[src/rtl/jk_bank_seq.sv]
// jk_bank_seq: command sequencer for an external bank of WIDTH JK flip-flops.
// It accepts one command at a time over valid/ready. It then drives registered
// J/K excitation for one or more steps, reading the bank's Q back between steps.
// Optional build macro: JK_BANK_CHECK_EN. When it is defined, the final bank value
// is compared with the value the command should produce, and a mismatch sets the
// sticky err flag. Without it, err is tied low.
module jk_bank_seq #(
    parameter int WIDTH = 4,
    parameter int CNT_W = 8
) (
    input  logic             clk,
    input  logic             rst,
    input  logic             cmd_valid,
    output logic             cmd_ready,
    input  logic [2:0]       cmd_op,
    input  logic [WIDTH-1:0] cmd_data,
    input  logic [CNT_W-1:0] cmd_count,
    output logic [WIDTH-1:0] j,
    output logic [WIDTH-1:0] k,
    input  logic [WIDTH-1:0] q,
    output logic             busy,
    output logic             done,
    output logic             err
);

    typedef enum logic [1:0] {
        IDLE   = 2'd0,
        STEP   = 2'd1,
        SETTLE = 2'd2,
        DONE   = 2'd3
    } state_t;

    localparam logic [2:0] OP_HOLD   = 3'd0;
    localparam logic [2:0] OP_SET    = 3'd1;
    localparam logic [2:0] OP_RESET  = 3'd2;
    localparam logic [2:0] OP_TOGGLE = 3'd3;
    localparam logic [2:0] OP_LOAD   = 3'd4;
    localparam logic [2:0] OP_CNT_UP = 3'd5;
    localparam logic [2:0] OP_CNT_DN = 3'd6;

    state_t           state_r;
    state_t           state_nxt_s;
    logic             accept_s;
    logic [2:0]       op_r;
    logic [WIDTH-1:0] data_r;
    logic [CNT_W-1:0] remaining_r;
    logic [CNT_W-1:0] steps_s;
    logic [2:0]       exc_op_s;
    logic [WIDTH-1:0] exc_data_s;
    logic [2*WIDTH-1:0] exc_s;
    logic [WIDTH-1:0] j_r;
    logic [WIDTH-1:0] k_r;
    logic             cmd_ready_r;
    logic             busy_r;
    logic             done_r;

    // True for the multi-step counting opcodes.
    function automatic logic is_count(input logic [2:0] op);
        return (op == OP_CNT_UP) || (op == OP_CNT_DN);
    endfunction

    // Per-bit J/K excitation for one step of op, given the bank's present value.
    // The count terms are ripple-carry/borrow enables, so a bit toggles only when
    // every lower bit is 1 (up) or 0 (down). Wrap falls out of plain toggling.
    function automatic logic [2*WIDTH-1:0] excite(input logic [2:0]       op,
                                                  input logic [WIDTH-1:0] data,
                                                  input logic [WIDTH-1:0] qv);
        logic [WIDTH-1:0] up_v;
        logic [WIDTH-1:0] dn_v;
        logic [WIDTH-1:0] jv;
        logic [WIDTH-1:0] kv;
        up_v[0] = 1'b1;
        dn_v[0] = 1'b1;
        for (int i = 1; i < WIDTH; i++) begin
            up_v[i] = up_v[i-1] & qv[i-1];
            dn_v[i] = dn_v[i-1] & ~qv[i-1];
        end
        case (op)
            OP_SET: begin
                jv = data;
                kv = {WIDTH{1'b0}};
            end
            OP_RESET: begin
                jv = {WIDTH{1'b0}};
                kv = data;
            end
            OP_TOGGLE: begin
                jv = data;
                kv = data;
            end
            OP_LOAD: begin
                jv = data;
                kv = ~data;
            end
            OP_CNT_UP: begin
                jv = up_v;
                kv = up_v;
            end
            OP_CNT_DN: begin
                jv = dn_v;
                kv = dn_v;
            end
            default: begin
                jv = {WIDTH{1'b0}};
                kv = {WIDTH{1'b0}};
            end
        endcase
        return {jv, kv};
    endfunction

    // Next-state decode: accept only in IDLE, alternate STEP/SETTLE until no steps remain.
    always_comb begin
        state_nxt_s = state_r;
        accept_s    = 1'b0;
        case (state_r)
            IDLE: begin
                if (cmd_valid) begin
                    accept_s    = 1'b1;
                    state_nxt_s = STEP;
                end else begin
                    state_nxt_s = IDLE;
                end
            end
            STEP: begin
                state_nxt_s = SETTLE;
            end
            SETTLE: begin
                if (remaining_r != {CNT_W{1'b0}}) begin
                    state_nxt_s = STEP;
                end else begin
                    state_nxt_s = DONE;
                end
            end
            DONE: begin
                state_nxt_s = IDLE;
            end
            default: begin
                state_nxt_s = IDLE;
            end
        endcase
    end

    // Excitation source: the live command at accept, the latched command on later steps.
    always_comb begin
        exc_op_s   = op_r;
        exc_data_s = data_r;
        if (state_r == IDLE) begin
            exc_op_s   = cmd_op;
            exc_data_s = cmd_data;
        end else begin
            exc_op_s   = op_r;
            exc_data_s = data_r;
        end
        exc_s = excite(exc_op_s, exc_data_s, q);
        if (is_count(cmd_op) && (cmd_count != {CNT_W{1'b0}})) begin
            steps_s = cmd_count;
        end else begin
            steps_s = CNT_W'(1);
        end
    end

    // State and output registers; j/k are non-zero only while the next state is STEP.
    always_ff @(posedge clk or posedge rst) begin
        if (rst) begin
            state_r     <= IDLE;
            j_r         <= {WIDTH{1'b0}};
            k_r         <= {WIDTH{1'b0}};
            cmd_ready_r <= 1'b1;
            busy_r      <= 1'b0;
            done_r      <= 1'b0;
        end else begin
            state_r     <= state_nxt_s;
            cmd_ready_r <= (state_nxt_s == IDLE);
            busy_r      <= (state_nxt_s != IDLE);
            done_r      <= (state_nxt_s == DONE);
            if (state_nxt_s == STEP) begin
                j_r <= exc_s[2*WIDTH-1:WIDTH];
                k_r <= exc_s[WIDTH-1:0];
            end else begin
                j_r <= {WIDTH{1'b0}};
                k_r <= {WIDTH{1'b0}};
            end
        end
    end

    // Command latch and step counter (decremented as each STEP is sampled by the bank).
    always_ff @(posedge clk or posedge rst) begin
        if (rst) begin
            op_r        <= OP_HOLD;
            data_r      <= {WIDTH{1'b0}};
            remaining_r <= {CNT_W{1'b0}};
        end else if (accept_s) begin
            op_r        <= cmd_op;
            data_r      <= cmd_data;
            remaining_r <= steps_s;
        end else if (state_r == STEP) begin
            remaining_r <= remaining_r - CNT_W'(1);
        end else begin
            remaining_r <= remaining_r;
        end
    end

    assign cmd_ready = cmd_ready_r;
    assign busy      = busy_r;
    assign done      = done_r;
    assign j         = j_r;
    assign k         = k_r;

`ifdef JK_BANK_CHECK_EN
    logic [WIDTH-1:0] q_start_r;
    logic [CNT_W-1:0] steps_r;
    logic [WIDTH-1:0] expect_s;
    logic             err_r;

    // Snapshot of the bank and step count at accept, the reference for the final check.
    always_ff @(posedge clk or posedge rst) begin
        if (rst) begin
            q_start_r <= {WIDTH{1'b0}};
            steps_r   <= {CNT_W{1'b0}};
        end else if (accept_s) begin
            q_start_r <= q;
            steps_r   <= steps_s;
        end else begin
            q_start_r <= q_start_r;
            steps_r   <= steps_r;
        end
    end

    // Value the bank should hold once the whole command has been applied (mod 2^WIDTH).
    always_comb begin
        expect_s = q_start_r;
        case (op_r)
            OP_SET:    expect_s = q_start_r | data_r;
            OP_RESET:  expect_s = q_start_r & ~data_r;
            OP_TOGGLE: expect_s = q_start_r ^ data_r;
            OP_LOAD:   expect_s = data_r;
            OP_CNT_UP: expect_s = q_start_r + WIDTH'(steps_r);
            OP_CNT_DN: expect_s = q_start_r - WIDTH'(steps_r);
            default:   expect_s = q_start_r;
        endcase
    end

    // Sticky mismatch flag, evaluated on the final SETTLE cycle.
    always_ff @(posedge clk or posedge rst) begin
        if (rst) begin
            err_r <= 1'b0;
        end else if ((state_r == SETTLE) && (state_nxt_s == DONE) && (q != expect_s)) begin
            err_r <= 1'b1;
        end else begin
            err_r <= err_r;
        end
    end

    assign err = err_r;
`else
    assign err = 1'b0;
`endif

endmodule

[config.mk]
export PLATFORM = sky130hd
export DESIGN_NAME = jk_bank_seq
export DESIGN_NICKNAME = d
export VERILOG_FILES = /design/src/rtl/jk_bank_seq.sv
export SDC_FILE = /design/constraint.sdc
export NUM_CORES = 1
export LEC_CHECK = 0
export ABC_CLOCK_PERIOD_IN_PS = 2100
export CORE_MARGIN = 1
export CORE_UTILIZATION = 51
export DETAILED_ROUTE_END_ITERATION = 10
export PLACE_DENSITY = 0.75
export SLEW_MARGIN = 20
export SYNTH_ARGS = -nofsm -noshare
export SYNTH_HDL_FRONTEND = slang
export SYNTH_SLANG_ARGS = --single-unit
export TNS_END_PERCENT = 1
[constraint.sdc]
create_clock -name clk -period 2.1 [get_ports clk]
set_clock_uncertainty 0.15 [all_clocks]
set_input_delay 0.315 -clock clk [delete_from_list [all_inputs] [get_ports clk]]
set_output_delay 0.315 -clock clk [all_outputs]
set_load 0.01 [all_outputs]
* After elaboration in Yosys (flattened, before gate mapping)
Index checks and enable logic that the tools add are counted.
W data, S select, Z words.
** Cells by class
- Equality and inequality tests :: 13
- Add/sub/neg operators :: 1
- Reductions and logical operators :: 10
- Shift operators :: 0
- Bitwise logic cells :: 8
- Magnitude comparators :: 0
- $mul :: 0
- Div/mod/pow operators :: 0
- Muxes and demuxes :: 14
** Operators by type and width (number)
- $mux W8 :: 3
- $pmux W4 S4 :: 1
- $reduce_bool A8 Y1 :: 2
- $eq A3 B3 Y1 const B :: 5
- $mux W4 :: 3
- $pmux W4 S3 :: 1
- $pmux W2 S4 :: 1
- $sub A8 B1 Y8 const B :: 1
- $eq A2 B2 Y1 const B :: 3
- $eq A3 B2 Y1 const B :: 2
- $and A1 B1 Y1 :: 4
- $eq A2 B1 Y1 const B :: 2
- $logic_not A2 Y1 :: 2
- $not A4 Y4 :: 1
- $reduce_bool A2 Y1 :: 2
- $eq A3 B1 Y1 const B :: 1
- $mux W1 :: 3
- $mux W3 :: 1
- $not A1 Y1 :: 3
- $reduce_or A3 Y1 :: 1
- $mux W2 :: 1
- $reduce_or A2 Y1 :: 1
- $logic_and A1 B1 Y1 :: 1
- $logic_or A1 B1 Y1 :: 1
** Storage, ports and cells
- ROM bits :: 0
- Input bits :: 22
- Logic and storage cells :: 55
- Bits in registers :: 28
- Output and inout bits :: 12
- Memory bits (writable) :: 0
- Memories kept :: 0
- Bits in latches :: 0

* Longest topological paths before layout
- Depth in word-level cells :: 6
- Gate-level depth with buffers :: 8
- Depth with buffers taken out :: 6

* Worst setup path before layout
Ideal clock, no wire load.
- Kind :: register -> register
- Start point :: register state_r[0]
- End point :: register j_r[2], in the netlist j[2]
- Arrival time :: 1.548 ns
- Required time :: 1.846 ns
- Path slack :: 0.298 ns
- Clock period less this slack :: 1.802 ns
- Path buffers :: 3
- Library setup time :: 0.104 ns
- Cell stages (with the launch flop) :: 8
- Path through :: dfrtp_1 > buf_6 > nor2_2 > buf_4 > mux2i_1 > buf_4 > o21ai_1 > a221oi_1
** On the way
- Word-level cells in the longest chain between the ends :: 6
- Elaborated cells on any way between the ends :: 16
- Those cells by class :: eq/ne: 9; mux: 5; reduce/logical: 2
** Ends and longest elaborated chain
- start, declared :: RTL line 41 : state_t state_r;
- start signal, assigned :: RTL line 172 : state_r <= state_nxt_s;
- $logic_not A2 Y1 :: RTL line 115, 147
- $mux W3 :: RTL line 147 : if (state_r == IDLE) begin
- $eq A3 B3 Y1, or another cell as far along :: RTL line 78 : case (op)
- $reduce_or A3 Y1 (no source line)
- $pmux W4 S3 :: RTL line 78
- $mux W4 * :: RTL line 176 : if (state_nxt_s == STEP) begin
- end signal, assigned :: RTL line 166 : j_r <= {WIDTH{1'b0}};
- end signal, assigned :: RTL line 177 : j_r <= exc_s[2*WIDTH-1:WIDTH];
- end signal, assigned :: RTL line 180 : j_r <= {WIDTH{1'b0}};
- end, declared :: RTL line 51 : logic [WIDTH-1:0] j_r;
Mark *: on every way between the ends. The rest lies on a longest branch, timed or not.
A chain may end at the register's enable or synchronous reset.

* Worst setup path in the final report
- Start point :: register state_r[0]
- End point :: register j_r[1], in the netlist j[1]
The elaborated chain is that of the path after synthesis.

==> impl_metrics.py <==
metrics = {
    "timing": {
        "setup_viol_count_final": 0,
        "period_share": 0.9178,
        "worstMarginPinSlew_ns": 0.5345,
        "slew_headroom": 0.6429,
        "slew_violations": 0,
        "rsz0062_at_grt": "no",
        "final.min_clock_period_ns": 1.927,
        "clock.fmax_ghz": 0.5189,
        "hold_violations": 0,
    },
    "worst_setup_path": {
        "worst_setup_path_start_kind": "register",
        "cpPeakStageDelay_ns": 0.46,
        "critPathArrivalTime_ns": 2.05,
        "worstSetupEndpointType": "register",
        "worst_r2r_startpoint": "state_r[0]$_DFF_PP0_",
        "required_ns": 2.22,
        "worst-setup-path-type": "register to register",
        "reg2regPathDepth": 5,
        "startpoint": "state_r[0]$_DFF_PP0_",
        "reg2reg_to": "j[1]$_DFF_PP0_",
        "critPathMaxFanout": 5,
        "crit_slowest_cell": "dfrtp_1",
        "crit_chain": "nor2_2 > mux2_2 > a2111oi_0 > a31oi_1 > a21oi_1",
        "r2r_setup_slack_ns": 0.17,
    },
    "synth": {
        "async_flop_share": 1.000,
        "synth_area_leaders": "dfrtp_1, mux2_2, a21oi_1",
        "synth.distinct_cells": 51,
        "syn_inst": 199,
        "ys_top_cells_by_count": "dfrtp_1, nand2_1, a21oi_1",
        "synth_most_common_cell": "dfrtp_1",
        "avgSynthCellArea_um2": 8.790,
        "ys_ff_latch": 28,
        "yosysSeqAreaShare": 0.4013,
        "yosys.area.top_type": "dfrtp_1",
        "synth_top_area_share": 0.3863,
        "synth_fp_nets": 222,
        "synthesis.area_um2": 1749,
        "ys.flop_type": "dfrtp_1",
        "synth_edf_count": 0,
        "yosysWarnings": 0,
    },
    "pwr": {
        "ir_drop_uv": 773.2,
        "leakage_nw": 0.9071,
        "pwr_density_cell_nw_per_um2": 1361,
    },
    "placed_design": {
        "gp_congestion": 0.8902,
        "numPortBuffers": 31,
        "hpwl_mm": 2.978,
        "place_inst": 271,
        "post_dp_cell_area_um2": 2107,
    },
    "clock_tree": {
        "cts_buffers": 3,
        "cts_tree": "built",
        "cts.path.max_buffers": 2,
        "htreeDepth": 1,
        "cts_setup_buffers": 0,
        "cts.sinks": 28,
        "clkLatencyLatePin_ns": 0.34,
        "cts_resized": 0,
        "holdBufCountCts": 0,
        "clkTransAtPathRegs_ns": 0.15,
        "cts_root_buf": "clkbuf_4",
    },
    "final_layout": {
        "synthToLayoutAreaGrowth_pct": 21.96,
        "instances_no_fill": 275,
        "layout.nets": 255,
        "layout-drive-gt1-share": 0.1429,
        "n_antenna_cell": 0,
        "fin_area_um2": 2133,
        "final.fill_count": 259,
    },
    "die": {
        "chipHeight_um": 60.57,
        "rows": 20,
        "die_x_um": 60.57,
        "die_area_um2": 3668,
        "core-area_um2": 3153,
        "boundaryPins": 34,
        "initial_core_util": 0.5548,
    },
    "drt": {
        "wl_mm": 3.966,
        "drtAntennaViolNets": 0,
        "drc": 0,
        "vias": 1631,
        "vias_per_cell": 5.931,
        "drtIter0Drc": 118,
        "wl_per_cell_um": 14.42,
        "first_pass_iters": 4,
    },
    "grt": {
        "grt_max_degree": 29,
        "gr-total-overflow": 0,
        "antenna_found_initial": 0,
        "grt_pass1_vias": 1418,
        "grt_pass1_wl_mm": 6.624,
        "grt_usage": 0.2425,
    },
    "hold_path": {
        "hp-class": "primary input to async pin",
    },
    "job": {
        "drv_cap": 0,
    },
    "status": {
        "outcome": "complete, no violations",
    },
}
[registers in the layout (all words and copies together) (netlist names)]
register and cells:
remaining_r 8, done 1, cmd_ready 1, state_r 2, k 4, data_r 4
busy 1, op_r 3, j 4
[metrics by stage]
step	power, W	utilization	hold WS (ns)	setup TNS [ns]	setup WS (ns)
floorplan	0.002184	-	0.2297	0	0.2978
global placement	0.002575	0.6683	0.3331	0	0.03060
detailed placement	0.002654	0.6683	0.3419	-0.02810	-0.02810
CTS	0.002894	0.6766	0.1775	0	0.2022
global route	0.003135	0.6766	0.2228	0	0.06625
finish	0.002904	0.6766	0.1712	0	0.1727
[layout by cell type, fill, tap and decap left out, types with 9 or more instances in the layout]
cell / count
clkdlybuf4s50_1: 31
dfrtp_1: 27
nand2_1: 19
a21oi_1: 15
nor3_1: 14
o21ai_0: 13
nor2_1: 12
buf_4: 11
mux2_2: 9
inv_1: 9
[how the worst max path moves through the flow]
stage | endpoint | slack, ns
after floorplan | j[2]$_DFF_PP0_ | 0.30
after global placement | remaining_r[7]$_DFFE_PP0P_ | 0.03
after detailed placement | remaining_r[7]$_DFFE_PP0P_ | -0.03
after CTS | j[1]$_DFF_PP0_ | 0.20
after global routing | j[1]$_DFF_PP0_ | 0.07
final | j[1]$_DFF_PP0_ | 0.17
[layer usage]
layer | GRT usage | vias to the layer above | wire length (um)
li1 | - | 790 | -
met1 | 0.3464 | 759 | 1758
met2 | 0.3721 | 75 | 1834
met3 | 0.04051 | 7 | 321
met4 | 0.08766 | 0 | 52
met5 | 0 | - | 0
[logic make-up (layout without fill, tap and decap cells)]
logic type | Yosys count | count (layout) | share of synthesized area
and+or+nand+nor | 71 | 71 | 0.2082
AOI/OAI and AO/OA | 58 | 58 | 0.2060
DFF | 28 | 28 | 0.4013
buffers and inverters | 24 | 56 | 0.07295
muxes | 15 | 15 | 0.09728
adders and majority gates | 1 | 1 | 0.007152
other | 1 | 1 | 0.002144
xor gates and xnor gates | 1 | 1 | 0.005008
[layout make-up]
class	instances	area, um^2	share of cell area
Tap cell	44	55.05	0.02581
Inverter	10	37.54	0.01760
Clock buffer	4	26.28	0.01232
Multi-Input combinational cell	147	919.6	0.4311
Sequential cell	28	701.9	0.3290
Timing Repair Buffer	42	392.9	0.1842
[report_power, final]
part / total [W] / internal [W] / switching [W]
combinational: 0.00172 / 0.000815 / 0.000910
clock: 0.000238 / 0.0000749 / 0.000163
sequential: 0.000941 / 0.000769 / 0.000172
[critical path: cells and delay by family (launching register included)]
kind             cells  cell delay, ns
AO/OA/AOI/OAI        3            0.70
flip-flops           1            0.46
multiplexers         1            0.37
AND/OR/NAND/NOR      1            0.18
Power figures use the tool's default switching activity.
==> RTL change 1: new RTL, config.mk and constraints unchanged <==
Change the parameter `CNT_W` from 8 to 7.
--- a/src/rtl/jk_bank_seq.sv
+++ b/src/rtl/jk_bank_seq.sv
@@ -6,7 +6,7 @@
 // sticky err flag. Without it, err is tied low.
 module jk_bank_seq #(
     parameter int WIDTH = 4,
-    parameter int CNT_W = 8
+    parameter int CNT_W = 7
 ) (
     input  logic             clk,
     input  logic             rst,
Ports: changed (resized cmd_count); port bits go from 34 to 33. The function was not compared with the original's and may differ.
==> RTL change 1 against the unedited design <==
- the flow now finishes with violations (design-rule violations)
- setup slack lost 85 ps
- sequential share of layout area grew 0.95 points
- routed wire length is 12% lower
- area after synthesis is 10% lower
- final area decreased by 6.3%
- non-clock buffer count increased by 3
- utilization is 3.0 points higher
- total power shrank 3.0%
- maximum frequency is 4.2% lower
- sequential cell count shrank 1
==> RTL change 1: results (changes against the unedited design) <==
Async SR Flop Fraction 100% (unchanged); # DRC 1 (+1); CP delay by family, top simple AND/OR/NAND/NOR gates; vias in the first global route 1339 (-5.6%); run status complete, but fails checks; Non-Filler Instances 239 (-13%); Switch Pwr 0.00118 W (-4.9%); compound-gate portion of the synthesized area 16.7% (-3.9 points); HPWL after DPL 2690 µm (-9.6%); XOR/XNOR Fraction of Synth Area 2.78% (+2.3 points); Post-Place Cell Area 1960 µm² (-7.2%); htree depth 1 (unchanged); Buffers on Ports 30 (-3.2%); most common library cells after synthesis dfrtp_1, nand2_1, nor2_1; Ant. Diodes 0 (unchanged); mux share of post-synthesis cell area 10.8% (+1.1 points); largest net degree at the start of global routing 28 (-3.4%); placed insts 235 (-13%); Syn Nets 190 (-14%); CP peak stage delay 480 ps (+20 ps); Syn Inst Count 168 (-16%); Netlist cell types 46 (-9.8%); DRT iter0 DRCs 77 (-35%); Arr. time, crit path 2110 ps (+60 ps); sequential-to-total area share from yosys stat 43.0% (+2.9 points); DR pass1 iterations 9 (+5); fillers 219 (-15%); R2R cell count 6 (+1); Max VDD drop 0.773 mV (about the same); Synth area leaders dfrtp_1, nand2_1, nor2_1; failing checks design-rule violations; GRT Util Overall 23.5% (-0.79 points); Hold Crit Class in -> async; Max FO, Critical Path 6 (+1); fin worst setup slack 88.0 ps (-84.7 ps); worst slack at placement -81.3 ps (-53.2 ps); max reg flops 7 (-1); synthesized-area fraction occupied by adder cells 0.796% (+0.080 points); vias per inst 5.84 (-1.6%); final hold violations 0 (unchanged); FF+latch area 677 µm² (-3.6%); Final nets 231 (-9.4%); Final GP Congestion 0.911 (+2.3%); DRT Wirelength 3510 µm (-12%); share of layout cells above drive strength 1 18.3% (+4.0 points); leakage power total 0.848 nW (-6.5%); first-pass GRT wire length 6070 µm (-8.3%)
==> RTL change 1: cell families (layout without fill, tap and decap cells) <==
family                   Yosys count  count (layout)
flip-flops                        27              27
AND/OR/NAND/NOR                   66              66
adder cells (fa/ha/maj)            1               1
buffers and inverters             15              55
AO/OA/AOI/OAI                     39              39
other                              1               1
multiplexers                      14              14
XOR/XNOR                           5               5
==> RTL change 1: cell type report <==
type                       instances  share of cell area (%)
clock inverter                     1                   0.250
inverter                           6                    1.13
sequential                        27                    33.9
clock buffer                       3                    1.13
timing repair buffer              45                    20.7
multi-input combinational        126                    41.1
tap                               31                    1.94
==> RTL change 1: layer usage <==
| layer | track usage [%] | wire, µm | share of wire (%) |
|---|---|---|---|
| met1 | 35.1 | 1700 | 49 |
| met2 | 36.9 | 1610 | 46 |
| met3 | 2.04 | 163 | 4.6 |
| met4 | 5.92 | 33 | 0.94 |
| met5 | 0 | 0 | 0 |
==> RTL change 1: power groups by stage <==
| stage | sequential (W) | combinational, W | clock (W) |
|---|---|---|---|
| floorplan | 0.000925 | 0.00111 | 0 |
| global placement | 0.000905 | 0.00160 | 0 |
| detailed placement | 0.000917 | 0.00163 | 0 |
| CTS | 0.000903 | 0.00163 | 0.000234 |
| global route | 0.000937 | 0.00184 | 0.000250 |
| finish | 0.000912 | 0.00168 | 0.000229 |
==> RTL change 1: what timing repair did <==
item                                    CTS  global route
endpoints found under the hold margin     0             0
resized for setup                         0             3
endpoints found under the setup margin    0             4
==> RTL change 1: path summary, 6_finish.rpt <==
path / slack [ps] / start / end
hold / removal: 180 / rst / k[1]
setup reg to reg: 90 / state_r[0] / k[1]
setup / recovery: 90 / state_r[0] / k[1]
max in group asynchronous: 1330 / rst / cmd_ready
min in group clk: 350 / data_r[0] / data_r[0]
hold reg to reg: 350 / data_r[0] / data_r[0]
==> RTL change 2: new RTL, same flow settings <==
Made on the original files. Encoding of `state_t`: now one-hot (4 bits for 4 states).
--- a/src/rtl/jk_bank_seq.sv
+++ b/src/rtl/jk_bank_seq.sv
@@ -23,11 +23,11 @@
     output logic             err
 );
 
-    typedef enum logic [1:0] {
-        IDLE   = 2'd0,
-        STEP   = 2'd1,
-        SETTLE = 2'd2,
-        DONE   = 2'd3
+    typedef enum logic [3:0] {
+        IDLE   = 4'b0001,
+        STEP   = 4'b0010,
+        SETTLE = 4'b0100,
+        DONE   = 4'b1000
     } state_t;
 
     localparam logic [2:0] OP_HOLD   = 3'd0;
Check against the original RTL: same outputs for any inputs over 10 cycles, from zero or initial values and one cycle with rst high; not proved beyond that.
==> RTL change 2 against the unedited design <==
- routed wire length is 14% higher
- via count is 0.61% lower
- largest cell class unchanged
- sequential cell count is 2 higher
- total power is 18% higher
- the run now ends with negative setup slack left
- sequential share of layout area is 1.6 points lower
- area after synthesis hardly changed
- final area is 13% higher
- setup slack worse by 380 ps
- largest power group unchanged
==> RTL change 2: results (changes against the unedited design) <==
run status complete, but fails checks; failing checks negative setup slack; vias per inst 5.85 (-1.3%); Ant. Diodes 0 (unchanged); most common library cells after synthesis dfrtp_1, nor2_1, mux2_2; synth warn 0 (unchanged); first-pass GRT wire length 7540 µm (+14%); Synth Flop Type dfrtp_1; final setup vio count 7 (+7); htree depth 2 (+1); worst slack at placement -300 ps (-272 ps); Root Buffer clkbuf_4; Arr. time, crit path 2420 ps (+370 ps); CP peak stage delay 540 ps (+80 ps); share of layout cells above drive strength 1 27.9% (+14 points); fillers 234 (-9.7%); Non-Filler Instances 277 (+0.73%); Netlist cell types 48 (-5.9%); Buffers on Ports 31 (unchanged); Biggest register remaining_r; Synth area leaders dfrtp_1, mux2_2, nor2_1; vias in the first global route 1657 (+17%); Longest Clk Path Bufs 2 (unchanged); leakage power total 1.02 nW (+13%); largest net degree at the start of global routing 31 (+6.9%); sequential-to-total area share from yosys stat 43.1% (+3.0 points); Hold Crit Class in -> async; WL per Instance 16.4 µm (+13%); initial antenna violation count 0 (unchanged); max reg flops 8 (unchanged); Clk Latency, worst-skew pair 320 ps (-20 ps); CTS buffer count 5 (+2); DR pass1 iterations 4 (unchanged); fin worst setup slack -205 ps (-378 ps); CP delay by family, top simple AND/OR/NAND/NOR gates; Final nets 256 (+0.39%); CP max stage cell dfstp_2; setup tns final -564 ps (-564 ps); Post-Syn Area per Cell 9.76 µm² (+11%); Worst-path clk slew 100 ps (-50 ps); Net Sw Frac 40.5% (-2.4 points); HPWL after DPL 3290 µm (+11%); Max FO, Critical Path 5 (unchanged); Async SR Flop Fraction 100% (unchanged); DRT iter0 DRCs 75 (-36%); placed insts 268 (-1.1%); GRT Util Overall 28.2% (+3.9 points); Final GP Congestion 0.896 (+0.61%); Syn Nets 203 (-8.6%); Max VDD drop 0.951 mV (+23%)
==> RTL change 2: cell types whose count changed in the layout (fill, tap and decap cells not counted), sizes merged, moves of 3 or more <==
cell,unedited run,this run
or2,4,1
buf,11,27
a22o,0,4
a31oi,5,1
a21oi,15,6
o21a,0,3
nand2,19,9
o21ai,17,5
xnor2,0,5
nor3,14,8
nand3,4,7
a221oi,3,0
==> RTL change 2: cell families after synthesis <==
| group | Yosys count | share of synthesized area (%) |
|---|---|---|
| buffers and inverters | 22 | 5.23 |
| multiplexers | 18 | 12.0 |
| flip-flops | 30 | 43.1 |
| AND/OR/NAND/NOR | 62 | 18.8 |
| AO/OA/AOI/OAI | 38 | 16.2 |
| other | 1 | 0.215 |
| XOR/XNOR | 6 | 3.01 |
| adder cells (fa/ha/maj) | 2 | 1.43 |
==> RTL change 2: cell type report <==
class	count	area (µm²)	area share, %
multi-input combinational	127	982	40.8
sequential	30	753	31.3
timing repair buffer	58	517	21.5
tap	44	55.1	2.29
clock buffer	6	51.3	2.13
inverter	10	37.5	1.56
clock inverter	2	12.5	0.519
==> RTL change 2: per-layer routing <==
layer	routed length (µm)	GRT usage, %
met4	40	8.77
met2	2210	46.8
met1	1980	37.7
met5	0	0
met3	292	4.90
==> RTL change 2: worst register-to-register path, cell delays in order, from the launching register on <==
cell and delay [ps]:
dfstp_2 540, or4b_4 520, mux4_2 450, or4_4 430, a21oi_2 150
==> RTL change 2: power groups by stage <==
stage               clock (W)  sequential [W]  combinational, W
floorplan                   0         0.00102           0.00113
global placement            0         0.00105           0.00175
detailed placement          0         0.00107           0.00179
CTS                  0.000374         0.00106           0.00199
global route         0.000396         0.00109           0.00217
finish               0.000370         0.00107           0.00200
==> RTL change 2: final timing paths <==
check	slack, ps	to	cells after the start	start
max	-200	k[1]	4	state_r[0]
min	210	state_r[1]	3	rst
max reg2reg	-200	k[1]	4	state_r[0]
min reg2reg	370	data_r[0]	1	data_r[0]
max in group asynchronous	1270	cmd_ready	3	rst
min in group clk	370	data_r[0]	1	data_r[0]
==> RTL change 2: through the flow <==
step	area, µm²	utilization, %
after detailed placement	2260	71.7
final	2410	76.4
after CTS	2410	76.4
after floorplan	1750	-
after global routing	2410	76.4
after global placement	2260	71.7
==> RTL change 2: timing repair <==
item	4_1_cts	5_1_grt
buffers inserted	2	0
endpoints found under the setup margin	8	9
resized for setup	16	4
pin swaps	0	1
